==> src/rtl/apb_wdog_pkg.sv <==
// apb_wdog_pkg: register offsets, CONTROL bit positions, unlock key and
// reset values shared by the watchdog top and its counter sub-module.
package apb_wdog_pkg;

  // Byte offsets within the 4 KiB APB window.
  localparam logic [11:0] OFF_LOAD    = 12'h000;
  localparam logic [11:0] OFF_VALUE   = 12'h004;
  localparam logic [11:0] OFF_CONTROL = 12'h008;
  localparam logic [11:0] OFF_INTCLR  = 12'h00C;
  localparam logic [11:0] OFF_RIS     = 12'h010;
  localparam logic [11:0] OFF_MIS     = 12'h014;
  localparam logic [11:0] OFF_LOCK    = 12'hC00;

  localparam int CTRL_INTEN_BIT = 0;
  localparam int CTRL_RESEN_BIT = 1;

  localparam logic [31:0] UNLOCK_KEY = 32'h1ACC_E551;

  localparam logic [31:0] LOAD_RST    = 32'hFFFF_FFFF;
  localparam logic [31:0] COUNT_RST   = 32'hFFFF_FFFF;
  localparam logic [1:0]  CONTROL_RST = 2'b00;

endpackage

==> src/rtl/apb_wdog_counter.sv <==
// apb_wdog_counter: watchdog down-counter, raw interrupt status and sticky
// reset request. The terminal count (counter == 0 while enabled) is the zero
// event that reloads the counter and escalates RIS -> dogres.
module apb_wdog_counter (
  input  logic        clk,
  input  logic        resetn,
  input  logic        dogclken,
  input  logic        inten,
  input  logic        resen,
  input  logic [31:0] load_val,
  input  logic        load_wr,
  input  logic [31:0] load_wdata,
  input  logic        intclr_wr,
  output logic [31:0] value,
  output logic        ris,
  output logic        dogres
);
  import apb_wdog_pkg::*;

  logic [31:0] count_q, count_d;
  logic        ris_q, ris_d;
  logic        dogres_q, dogres_d;
  logic        zero_evt;

  // Next-state: decrement, reload on zero event or INTCLR, LOAD write wins;
  // a zero event always leaves RIS set, even against a coincident INTCLR.
  always_comb begin
    count_d  = count_q;
    ris_d    = ris_q;
    dogres_d = dogres_q;
    zero_evt = dogclken && inten && (count_q == 32'd0);
    if (dogclken && inten && (count_q != 32'd0)) count_d = count_q - 32'd1;
    if (zero_evt || intclr_wr) count_d = load_val;
    if (load_wr) count_d = load_wdata;
    if (intclr_wr) ris_d = 1'b0;
    if (zero_evt) begin
      ris_d = 1'b1;
      if (ris_q && resen) dogres_d = 1'b1;
    end
  end

  // Counter state registers; dogres only clears through resetn.
  always_ff @(posedge clk or negedge resetn) begin
    if (!resetn) begin
      count_q  <= COUNT_RST;
      ris_q    <= 1'b0;
      dogres_q <= 1'b0;
    end else begin
      count_q  <= count_d;
      ris_q    <= ris_d;
      dogres_q <= dogres_d;
    end
  end

  assign value  = count_q;
  assign ris    = ris_q;
  assign dogres = dogres_q;

endmodule

==> src/rtl/apb_wdog.sv <==
// apb_wdog: APB watchdog timer top. Zero-wait-state APB decode, LOAD and
// CONTROL registers, readback mux and registered masked interrupt.
// Optional register lock at 0xC00 is built when APB_WDOG_LOCK_EN is defined.
module apb_wdog (
  input  logic        clk,
  input  logic        resetn,
  input  logic        sel,
  input  logic        enable,
  input  logic        write,
  input  logic [11:2] addr,
  input  logic [31:0] wdata,
  output logic [31:0] rdata,
  input  logic        dogclken,
  output logic        dogint,
  output logic        dogres
);
  import apb_wdog_pkg::*;

  logic [11:0] off;
  logic        wr_acc;
  logic        wr_ok;
  logic        load_wr, ctrl_wr, intclr_wr;
  logic [31:0] load_q, load_d;
  logic [1:0]  ctrl_q, ctrl_d;
  logic        dogint_q, dogint_d;
  logic [31:0] value;
  logic        ris;

  assign off    = {addr, 2'b00};
  assign wr_acc = sel && enable && write;

`ifdef APB_WDOG_LOCK_EN
  logic lock_q, lock_d;

  // Lock register stays writable while locked; only the key unlocks it.
  always_comb begin
    lock_d = lock_q;
    if (wr_acc && (off == OFF_LOCK)) lock_d = (wdata != UNLOCK_KEY);
  end

  // Lock state register.
  always_ff @(posedge clk or negedge resetn) begin
    if (!resetn) lock_q <= 1'b0;
    else         lock_q <= lock_d;
  end

  assign wr_ok = wr_acc && !lock_q;
`else
  assign wr_ok = wr_acc;
`endif

  assign load_wr   = wr_ok && (off == OFF_LOAD);
  assign ctrl_wr   = wr_ok && (off == OFF_CONTROL);
  assign intclr_wr = wr_ok && (off == OFF_INTCLR);

  // Next-state for LOAD, CONTROL and the masked interrupt flop.
  always_comb begin
    load_d   = load_q;
    ctrl_d   = ctrl_q;
    dogint_d = ris && ctrl_q[CTRL_INTEN_BIT];
    if (load_wr) load_d = wdata;
    if (ctrl_wr) ctrl_d = {wdata[CTRL_RESEN_BIT], wdata[CTRL_INTEN_BIT]};
  end

  // Register file state.
  always_ff @(posedge clk or negedge resetn) begin
    if (!resetn) begin
      load_q   <= LOAD_RST;
      ctrl_q   <= CONTROL_RST;
      dogint_q <= 1'b0;
    end else begin
      load_q   <= load_d;
      ctrl_q   <= ctrl_d;
      dogint_q <= dogint_d;
    end
  end

  apb_wdog_counter u_counter (
    .clk        (clk),
    .resetn     (resetn),
    .dogclken   (dogclken),
    .inten      (ctrl_q[CTRL_INTEN_BIT]),
    .resen      (ctrl_q[CTRL_RESEN_BIT]),
    .load_val   (load_q),
    .load_wr    (load_wr),
    .load_wdata (wdata),
    .intclr_wr  (intclr_wr),
    .value      (value),
    .ris        (ris),
    .dogres     (dogres)
  );

  // Read mux: driven whenever a read is selected, zero for WO/unmapped.
  always_comb begin
    rdata = 32'd0;
    if (sel && !write) begin
      case (off)
        OFF_LOAD:    rdata = load_q;
        OFF_VALUE:   rdata = value;
        OFF_CONTROL: rdata = {30'd0, ctrl_q};
        OFF_RIS:     rdata = {31'd0, ris};
        OFF_MIS:     rdata = {31'd0, ris && ctrl_q[CTRL_INTEN_BIT]};
`ifdef APB_WDOG_LOCK_EN
        OFF_LOCK:    rdata = {31'd0, lock_q};
`endif
        default:     rdata = 32'd0;
      endcase
    end
  end

  assign dogint = dogint_q;

endmodule

==> config.mk <==
export PLATFORM = sky130hd
export DESIGN_NAME = apb_wdog
export DESIGN_NICKNAME = d
export VERILOG_FILES = /design/src/rtl/apb_wdog_pkg.sv /design/src/rtl/apb_wdog_counter.sv /design/src/rtl/apb_wdog.sv
export SDC_FILE = /design/constraint.sdc
export NUM_CORES = 1
export LEC_CHECK = 0
export ABC_AREA = 1
export CORE_ASPECT_RATIO = 1.4
export CORE_UTILIZATION = 45
export CTS_CLUSTER_DIAMETER = 60
export DETAILED_ROUTE_END_ITERATION = 8
export DONT_BUFFER_PORTS = 1
export PLACE_DENSITY = 0.65
export SYNTH_ARGS = -nofsm -noshare
export SYNTH_HDL_FRONTEND = slang
export SYNTH_SLANG_ARGS = --single-unit
==> constraint.sdc <==
create_clock -name clk -period 2.8 [get_ports clk]
set_input_delay 0.84 -clock clk [delete_from_list [all_inputs] [get_ports clk]]
set_output_delay 0.84 -clock clk [all_outputs]
set_load 0.02 [all_outputs]
Yosys cells after proc, flatten, opt, wreduce, memory -nomap -nowiden
Cells that the tools add are included.

word-level totals
  RAM bits = 0
  ROM bits = 0
  memories kept = 0
  logic and storage cells = 38
  latch bits = 0
  register bits after elaboration = 69

cells by class
  div/mod/pow operators = 0
  add/subtract/negate cells = 1
  bitwise logic cells = 0
  order comparisons = 0
  multipliers = 0
  mux-type cells = 7
  equal/unequal tests = 5
  reduce and logical (&&, ||, !) cells = 19
  shift-type cells = 0

operators with widths
  kind                                                   number
  case mux 32 bit (5 select lines)                       1
  two-way mux 32 bit                                     4
  logical NOT 32 bit                                     1
  nonzero test 32 bit                                    1
  subtractor 32 x 1 -> 32 bit (second input constant)    1
  equality test 10 x 2 -> 1 bit (second input constant)  2
  equality test 10 x 3 -> 1 bit (second input constant)  2
  logical NOT 12 bit                                     1
  logical AND 1 bit                                      11
  equality test 10 x 1 -> 1 bit (second input constant)  1
  nonzero test 3 bit                                     1
  two-way mux 1 bit                                      2
  AND reduction 2 bit                                    1
  nonzero test 2 bit                                     1
  logical NOT 1 bit                                      1
  logical OR 1 bit                                       1

Logic depth before layout (Yosys ltp)
Gate-level depths: netlist of the first run.

  depth in word-level cells = 6
  depth in mapped cells = 15
  mapped depth without buffers = 14

Hierarchy
From an unflattened synthesis of the first run, not the netlist that was laid out.

unflattened totals
  cell total of the unflattened synthesis = 816
  area total of the unflattened synthesis = 5,241.3 um2

by module, submodules not included
  module            cells each  times used  area each (um2)  seq. area each (um2)
  apb_wdog_counter  518         1           3,061.7          890.9
  apb_wdog          298         1           2,179.6          915.9

Worst setup path before layout of the first run
OpenSTA, ideal clock, no wires.

  path kind = in2out
  from = input addr[6] (netlist name)
  to = output rdata[10]
  stages on the path = 8
  buffers on the path = 1
  arrival time = 2,173 ps
  required time = 1,960 ps
  slack = -213 ps
  cells stage by stage = nor2_2 nand3_1 nor3_1 nand2_1 o21ai_0 nand3_1 clkbuf_1 a21oi_1

between the ends
  cells in the longest elaborated chain, start to end = 3
  elaborated cells on any way between the ends = 7

ends and longest elaborated chain
  element                                                      RTL line        source
  start, declared                                              apb_wdog.sv:10  input logic [11:2] addr,
  equality test 10 x 3 -> 1 bit, or another cell as far along  apb_wdog.sv:97  case (off)
  case mux 32 bit (5 select lines) (*)                         apb_wdog.sv:97
  two-way mux 32 bit (*)                                       apb_wdog.sv:96  if (sel && !write) begin
  end, declared                                                apb_wdog.sv:12  output logic [31:0] rdata,

Mark *: on every way between the ends. The rest lies on a longest branch, timed or not.

Final worst setup path of the first run
  from = input addr[6] (netlist name)
  to = output rdata[14]

The elaborated chain is that of the path after synthesis.

==> metrics.md, run 1 <==
| Metric | Value |
|---|---|
| Status | `finished, violations left` |
| Failing checks | `negative setup slack` |
| Net switching power | `0.000550 W` |
| Final Util | `59.8%` |
| Footprint of the multi-input gates | `3070 µm²` |
| Site Rows | `44` |
| Routed Antenna Nets | `0` |
| Vias in the first global route | `slightly below 5000` |
| Max VDD drop | `between 300 and 400 µV` |
| DR WL/cell | `15.5 µm` |
| Hold-fix buffers at CTS | `0` |
| Delay of the slowest critical-path stage | `roughly 200 ps` |
| TritonCTS buffer count | `9` |
| Cell family with most CP delay | `simple AND/OR/NAND/NOR gates` |
| First drt pass iteration count | `5` |
| Worst-path cell chain | `nor2_4, nand3_4, nor3_4, nand2_2, o21ai_4, nand3_4, buf_12, a21oi_4, buf_6` |
| CTS Root Cell | `clkbuf_16` |
| Sequential power share | `44.4%` |
| Wire length on met2 | `about 7.6 mm` |
| Initial Util | `a little under half` |
| Tmin final | `roughly 2800 ps` |
| Internal | `0.00188 W` |
| Layout area overhead | `28.1%` |
| Layout net count | `857` |
| M1 wire length | `5.93 mm` |
| Routed wire length | `14.7 mm` |
| N_diodes | `0` |
| Critical R2R Launch | `u_counter.value[0]` |
| Slowest library cell on the worst path | `buf_12` |
| FMAX | `352 MHz` |
| Critical Path Start Type | `primary input` |
| Synth cell types | `33` |
| Pwr dens | `386 nW/µm²` |
| Most common cell after layout, fill and taps aside | `nand2_1` |
| Combinational power share | `6.1%` |
| RSZ-0062 raised after global routing | `true` |
| Layout cells sized above 1 | `approximately a quarter` |
| Iteration-0 DRC Markers | `296` |
| Slew Limit Fails | `0` |
| Crit path top cell by count | `nand3_4` |
| Via/cell ratio | `around 5.2` |
| CTS HTree Levels | `3` |
| FF-to-FF End | `u_counter.value[28]` |
| Avg Synthesized Cell Area | `6.40 µm²` |
| Pre-CTS WS | `-151 ps` |
| Lkg Pwr | `2.89 nW` |
| Longest Clk Path Bufs | `2` |
| Port Buffers | `0` |
| Initial antenna violation count | `0` |
| R2R setup slack | `430 ps` |
| Largest net degree at the start of global routing | `70` |
| Top Metal Used | `met4` |
| Clock power frac | `49.5%` |
| FF+latch count, synth | `69` |
| Crit path max fanout | `15` |
| Register area | `~1800 µm²` |
| Total power | `between 0.002 and 0.0025 W` |
| Max_cap viols | `0` |
| Post-synth EDFFs | `0` |
| WP buf/inv | `2` |
| First-pass GRT wire length | `about 23 mm` |
| Later-pin clock latency in the skew report | `between 300 and 400 ps` |
| Cell area after synthesis | `4910 µm²` |
| Die ar. | `approximately 11000 µm²` |
| Met3 routed WL | `between 700 and 800 µm` |
| CTS tree | `done` |
| HP Class | `primary input to asynchronous set/reset pin` |
| CP arrival | `~2000 ps` |
| Die width | `90.2 µm` |
| DR DRC count | `0` |
| Syn_nets | `roughly 820` |
| I/O pin total | `82` |
| Post-synthesis sequential area ratio | `36.8%` |
| Top_reg_cell synth | `dfstp_2` |
| GPL Wtd Cong | `0.899` |
| FF-to-FF path depth | `13` |
| Final hold vios | `0` |
| Fillers | `about 1000` |
| Setup TNS | `-737 ps` |
| YS warnings | `0` |
| Max-Slew Margin vs Limit | `76.2%` |
| GRT Util Overall | `between 20% and 30%` |
| Placed insts | `approximately 930` |
| Data required, critical path | `just under 2000 ps` |
| Post-route clock period utilization | `102%` |
| WS Path Type | `primary input to output pin` |
| Async S/R FF share, synth | `100%` |
| Final setup viols | `21` |
| HPWL after DPL | `10.4 mm` |
| Gr ovfl total | `0` |
| CORE AREA | `10500 µm²` |
| Mapped Cells | `766` |
| Clock Pin Slew Worst Setup and Hold Paths | `60 ps` |
| Sw Share | `22.7%` |
| Post-route insts no fill | `about 950` |
| Critical path capture point type | `output pin` |
| Commonest cells after routing, fill and taps aside | `nand2_1, nor2_1, inv_1, dfstp_2` |
| Via Count | `4954` |
| Clk sinks | `roughly 70` |
| Levels on crit path | `9` |
| Final WS setup | `-43.8 ps` |
| Die Y | `approximately 130 µm` |
| Worst-Margin Slew | `356 ps` |
| Final Skew | `6.97 ps` |
-- per-stage QoR --
step | hold WS [ps] | cell area [µm²]
floorplan | 446 | 5350
global placement | 460 | 5740
detailed placement | 463 | 5740
CTS | 191 | 6130
global route | 189 | 6280
finish | 211 | 6280
-- cells in the mapped netlist, types with 7 or more instances --
master	n	area share (%)
a21oi_1	50	5.1
clkbuf_1	10	0.77
dfstp_2	64	34
inv_1	79	6.0
nand2_1	292	22
nand3_1	32	3.3
nor2_1	122	9.3
o21ai_0	25	2.6
or2_2	13	1.7
xnor2_1	7	1.2
xor2_1	7	1.2
-- metal layers --
metal	vias up	track usage, %
li1	2441	-
met1	2305	30.3
met2	173	47.1
met3	35	4.08
met4	0	13.5
met5	-	0
-- power by group through the flow --
stage                     Clock (W)  Sequential (W)  Combinational [W]
after floorplan                   0         0.00108           0.000112
after CTS                   0.00122         0.00108           0.000141
final                       0.00120         0.00108           0.000148
after global routing        0.00126         0.00108           0.000166
after global placement            0         0.00109           0.000137
after detailed placement          0         0.00109           0.000140
-- registers in the layout, indices dropped and copies added, names as in the netlist --
register,count
ctrl_q,2
dogint,1
load_q,32
u_counter.dogres,1
u_counter.ris,1
u_counter.value,32
-- layout make-up --
type	instances	area share, %
Inverter	84	5.18
Timing Repair Buffer	55	9.56
Clock inverter	5	1.19
Clock buffer	11	3.70
Sequential cell	69	28.8
Multi-Input combinational cell	589	48.9
Tap cell	138	2.75
-- cells by family after synthesis --
logic type	after synthesis	share of synthesized area, %
XOR/XNOR	14	2.50
AO/OA/AOI/OAI	81	8.59
AND/OR/NAND/NOR	491	42.0
multiplexers	2	0.459
buffers and inverters	108	9.33
adder cells (fa/ha/maj)	1	0.255
flip-flops	69	36.8
-- how the worst max path moves through the flow --
stage	slack (ps)	start	to
3_3_place_gp	-80	addr[6]	rdata[15]
4_1_cts	-100	addr[6]	rdata[29]
6_report	-40	addr[6]	rdata[14]
5_1_grt	-130	addr[6]	rdata[0]
2_1_floorplan	30	addr[6]	rdata[10]
3_5_place_dp	-150	addr[2]	rdata[1]
-- timing repair --
action                     4_1_cts  5_1_grt
gates resized for setup         21       20
pin swaps                        1        7
setup endpoints to repair       32       32
gates cloned                     0        2
buffers inserted                 0        5
Note: power is estimated with default switching activity, not from simulation.
==> inputs of run 2 (changes only) <==
ABC_AREA = unset   (was 1)
==> run 2 against run 1 <==
The flow still finishes with violations (negative setup slack). Design area is 14% lower. Die area fell by 11%. Clock skew is 2.0 ps lower. Synthesized area fell by 11%. Largest cell class unchanged. Worst setup slack worse by 580 ps. Cell count down 30%. Total power is 9.2% lower. Sequential cell count is the same. Largest power group unchanged. Non-clock buffer count decreased by 2. Clock-buffer cell count up 1. First-iteration DRC count increased by 24%.
==> metrics.md, run 2 <==
| Metric | Value |
|---|---|
| Final setup viols | `32` |
| GRT Util Overall | `29.1%` |
| Initial Util | `between 40% and 50%` |
| Final Util | `57.0%` |
| Largest net degree at the start of global routing | `70` |
| Worst-path cell chain | `or4_4, or4_4, o21ai_2, nand3b_1, buf_6, buf_6, nor3_4, buf_6` |
| Top post-synthesis cells by count | `nand2_1, dfstp_2, nor2_1` |
| Cell area after synthesis | `4360 µm²` |
| HP Class | `primary input to asynchronous set/reset pin` |
| Data required, critical path | `1960 ps` |
| GPL Wtd Cong | `0.913` |
| Layout cells sized above 1 | `34.6%` |
| RSZ-0062 raised after global routing | `true` |
| Post-synthesis xor/xnor area fraction | `1.41%` |
| Iteration-0 DRC Markers | `368` |
| Max VDD drop | `331 µV` |
| Post-DP Area | `5000 µm²` |
| Fillers | `between 800 and 900` |
| FF+latch count, synth | `69` |
| Crit path max fanout | `4` |
| Worst-Margin Slew | `between 500 and 600 ps` |
| Syn_nets | `574` |
| Avg Synthesized Cell Area | `8.31 µm²` |
| Routed wire length | `between 10 and 15 mm` |
| Die Y | `118 µm` |
| Initial antenna violation count | `0` |
| DR WL/cell | `roughly 21 µm` |
| Synth Area in Compound Gates | `20.0%` |
| Cell accounting for the most synthesized area | `dfstp_2` |
| Crit path top cell by count | `buf_6` |
| DR DRC count | `0` |
| Pwr dens | `408 nW/µm²` |
| Final hold vios | `0` |
| Slowest library cell on the worst path | `or4_4` |
| Vias in the first global route | `about 4300` |
| Status | `finished, violations left` |
| Synth cell types | `between 60 and 70` |
| Final instance area | `5390 µm²` |
| Lkg Pwr | `2.03 nW` |
| CP arrival | `2580 ps` |
| Layout net count | `601` |
| Synth top area share | `38.6%` |
| First drt pass iteration count | `7` |
| CORE AREA | `9460 µm²` |
| Post-synth EDFFs | `0` |
| N_diodes | `0` |
| Critical path capture point type | `output pin` |
| Site Rows | `42` |
| Max_cap viols | `0` |
| WS Path Type | `primary input to output pin` |
| Post-route clock period utilization | `122%` |
| Gr ovfl total | `0` |
| First-pass GRT wire length | `22.5 mm` |
| Clk sinks | `69` |
| FMAX | `292 MHz` |
| Port Buffers | `0` |
| Commonest cells after routing, fill and taps aside | `nand2_1, dfstp_2, buf_4, a22oi_1, nor2_4` |
| Most common cell after layout, fill and taps aside | `nand2_1` |
| Layout area overhead | `23.6%` |
| I/O pin total | `82` |
| Top_reg_cell synth | `dfstp_2` |
| CTS HTree Levels | `3` |
| Via Count | `4254` |
| Critical Path Start Type | `primary input` |
| Longest Clk Path Bufs | `2` |
| Die width | `85.2 µm` |
| Final Skew | `4.97 ps` |
| CTS Root Cell | `clkbuf_16` |
| Synth Area in Simple Gates | `30.6%` |
| Failing checks | `negative setup slack` |
| Die ar. | `10100 µm²` |
| Async S/R FF share, synth | `100%` |
| Final WS setup | `-623 ps` |
| Tmin final | `3420 ps` |
| Mapped Cells | `525` |
| Max-Slew Margin vs Limit | `62.7%` |
| Clock Pin Slew Worst Setup and Hold Paths | `60 ps` |
| R2R setup slack | `roughly 210 ps` |
| Adder-cell share of the synthesized area | `less than 1%` |
| CTS tree | `done` |
| Later-pin clock latency in the skew report | `340 ps` |
| Routed Antenna Nets | `0` |
| Slew Limit Fails | `0` |
| HPWL after DPL | `9.76 mm` |
| Via/cell ratio | `6.38` |
| Area contributors post-synth | `dfstp_2, nand2_1, a22oi_1` |
| Most common cell in the netlist | `nand2_1` |
| Multiplexer area fraction after synthesis | `1.66%` |
| Largest family of logic cells by synthesized area | `simple AND/OR/NAND/NOR gates` |
| Delay of the slowest critical-path stage | `520 ps` |
| TritonCTS buffer count | `9` |
| YS warnings | `0` |
| Post-synthesis sequential area ratio | `roughly two fifths` |
[run 2: path summary, 6_finish.rpt]
check	cells past startpoint	from	end
max	8	addr[6]	rdata[1]
min	0	resetn	u_counter.ris
max reg2reg	9	u_counter.value[0]	u_counter.value[1]
min reg2reg	2	load_q[31]	load_q[31]
max in group asynchronous	0	resetn	load_q[1]
min in group clk	2	load_q[31]	load_q[31]
[run 2: cells by family (layout without fill, tap and decap cells)]
family,Yosys count,in the layout
AOI/OAI and AO/OA,123,123
xor gates and xnor gates,7,7
adders and majority gates,1,1
buffers and inverters,41,73
DFF,69,69
muxes,7,7
and+or+nand+nor,277,277
[run 2: area by class of cell]
| cell class | count | area, µm² | share of cell area (%) |
|---|---|---|---|
| Clock inverter | 4 | 47.5 | 0.882 |
| Multi-Input combinational cell | 415 | 2640 | 49.0 |
| Sequential cell | 69 | 1810 | 33.5 |
| Timing Repair Buffer | 53 | 499 | 9.26 |
| Tap cell | 110 | 138 | 2.55 |
| Inverter | 4 | 15.0 | 0.278 |
| Clock buffer | 12 | 246 | 4.57 |
[run 2: timing repair]
action | CTS | global route
hold buffers | 0 | 0
buffers inserted | 2 | 2
cloned | 1 | 0
endpoints found under the setup margin | 32 | 45
pin swaps | 31 | 1
gates resized for setup | 6 | 4
[run 2: routing by layer]
metal / track usage, % / part of all wire [%]
met4: 14.3 / 3.7
met5: 0 / 0
met1: 34.6 / 38
met3: 5.24 / 5.6
met2: 49.9 / 52
[run 2: stage by stage]
stage	power [W]	TNS, ps	setup WS (ps)	instances	hold slack [ps]
after floorplan	0.00106	-23000	-727	525	442
after global placement	0.00107	-22800	-668	646	450
after detailed placement	0.00107	-25030	-707	646	455
after CTS	0.00221	-18050	-642	665	193
after global routing	0.00225	-18880	-663	667	196
final	0.00220	-17690	-623	667	201
[run 2: worst max-delay path, delay by kind of cell]
family / cells / cell delay (ps)
AND/OR/NAND/NOR: 4 / 1210
buffers and inverters: 3 / 420
AO/OA/AOI/OAI: 1 / 120
[run 2: report_power, final]
| part | internal, W | leakage [nW] | switching (W) |
|---|---|---|---|
| Sequential | 0.00101 | 0.732 | 0.00000579 |
| Combinational | 0.0000169 | 1.15 | 0.0000203 |
| Clock | 0.000711 | 0.143 | 0.000437 |
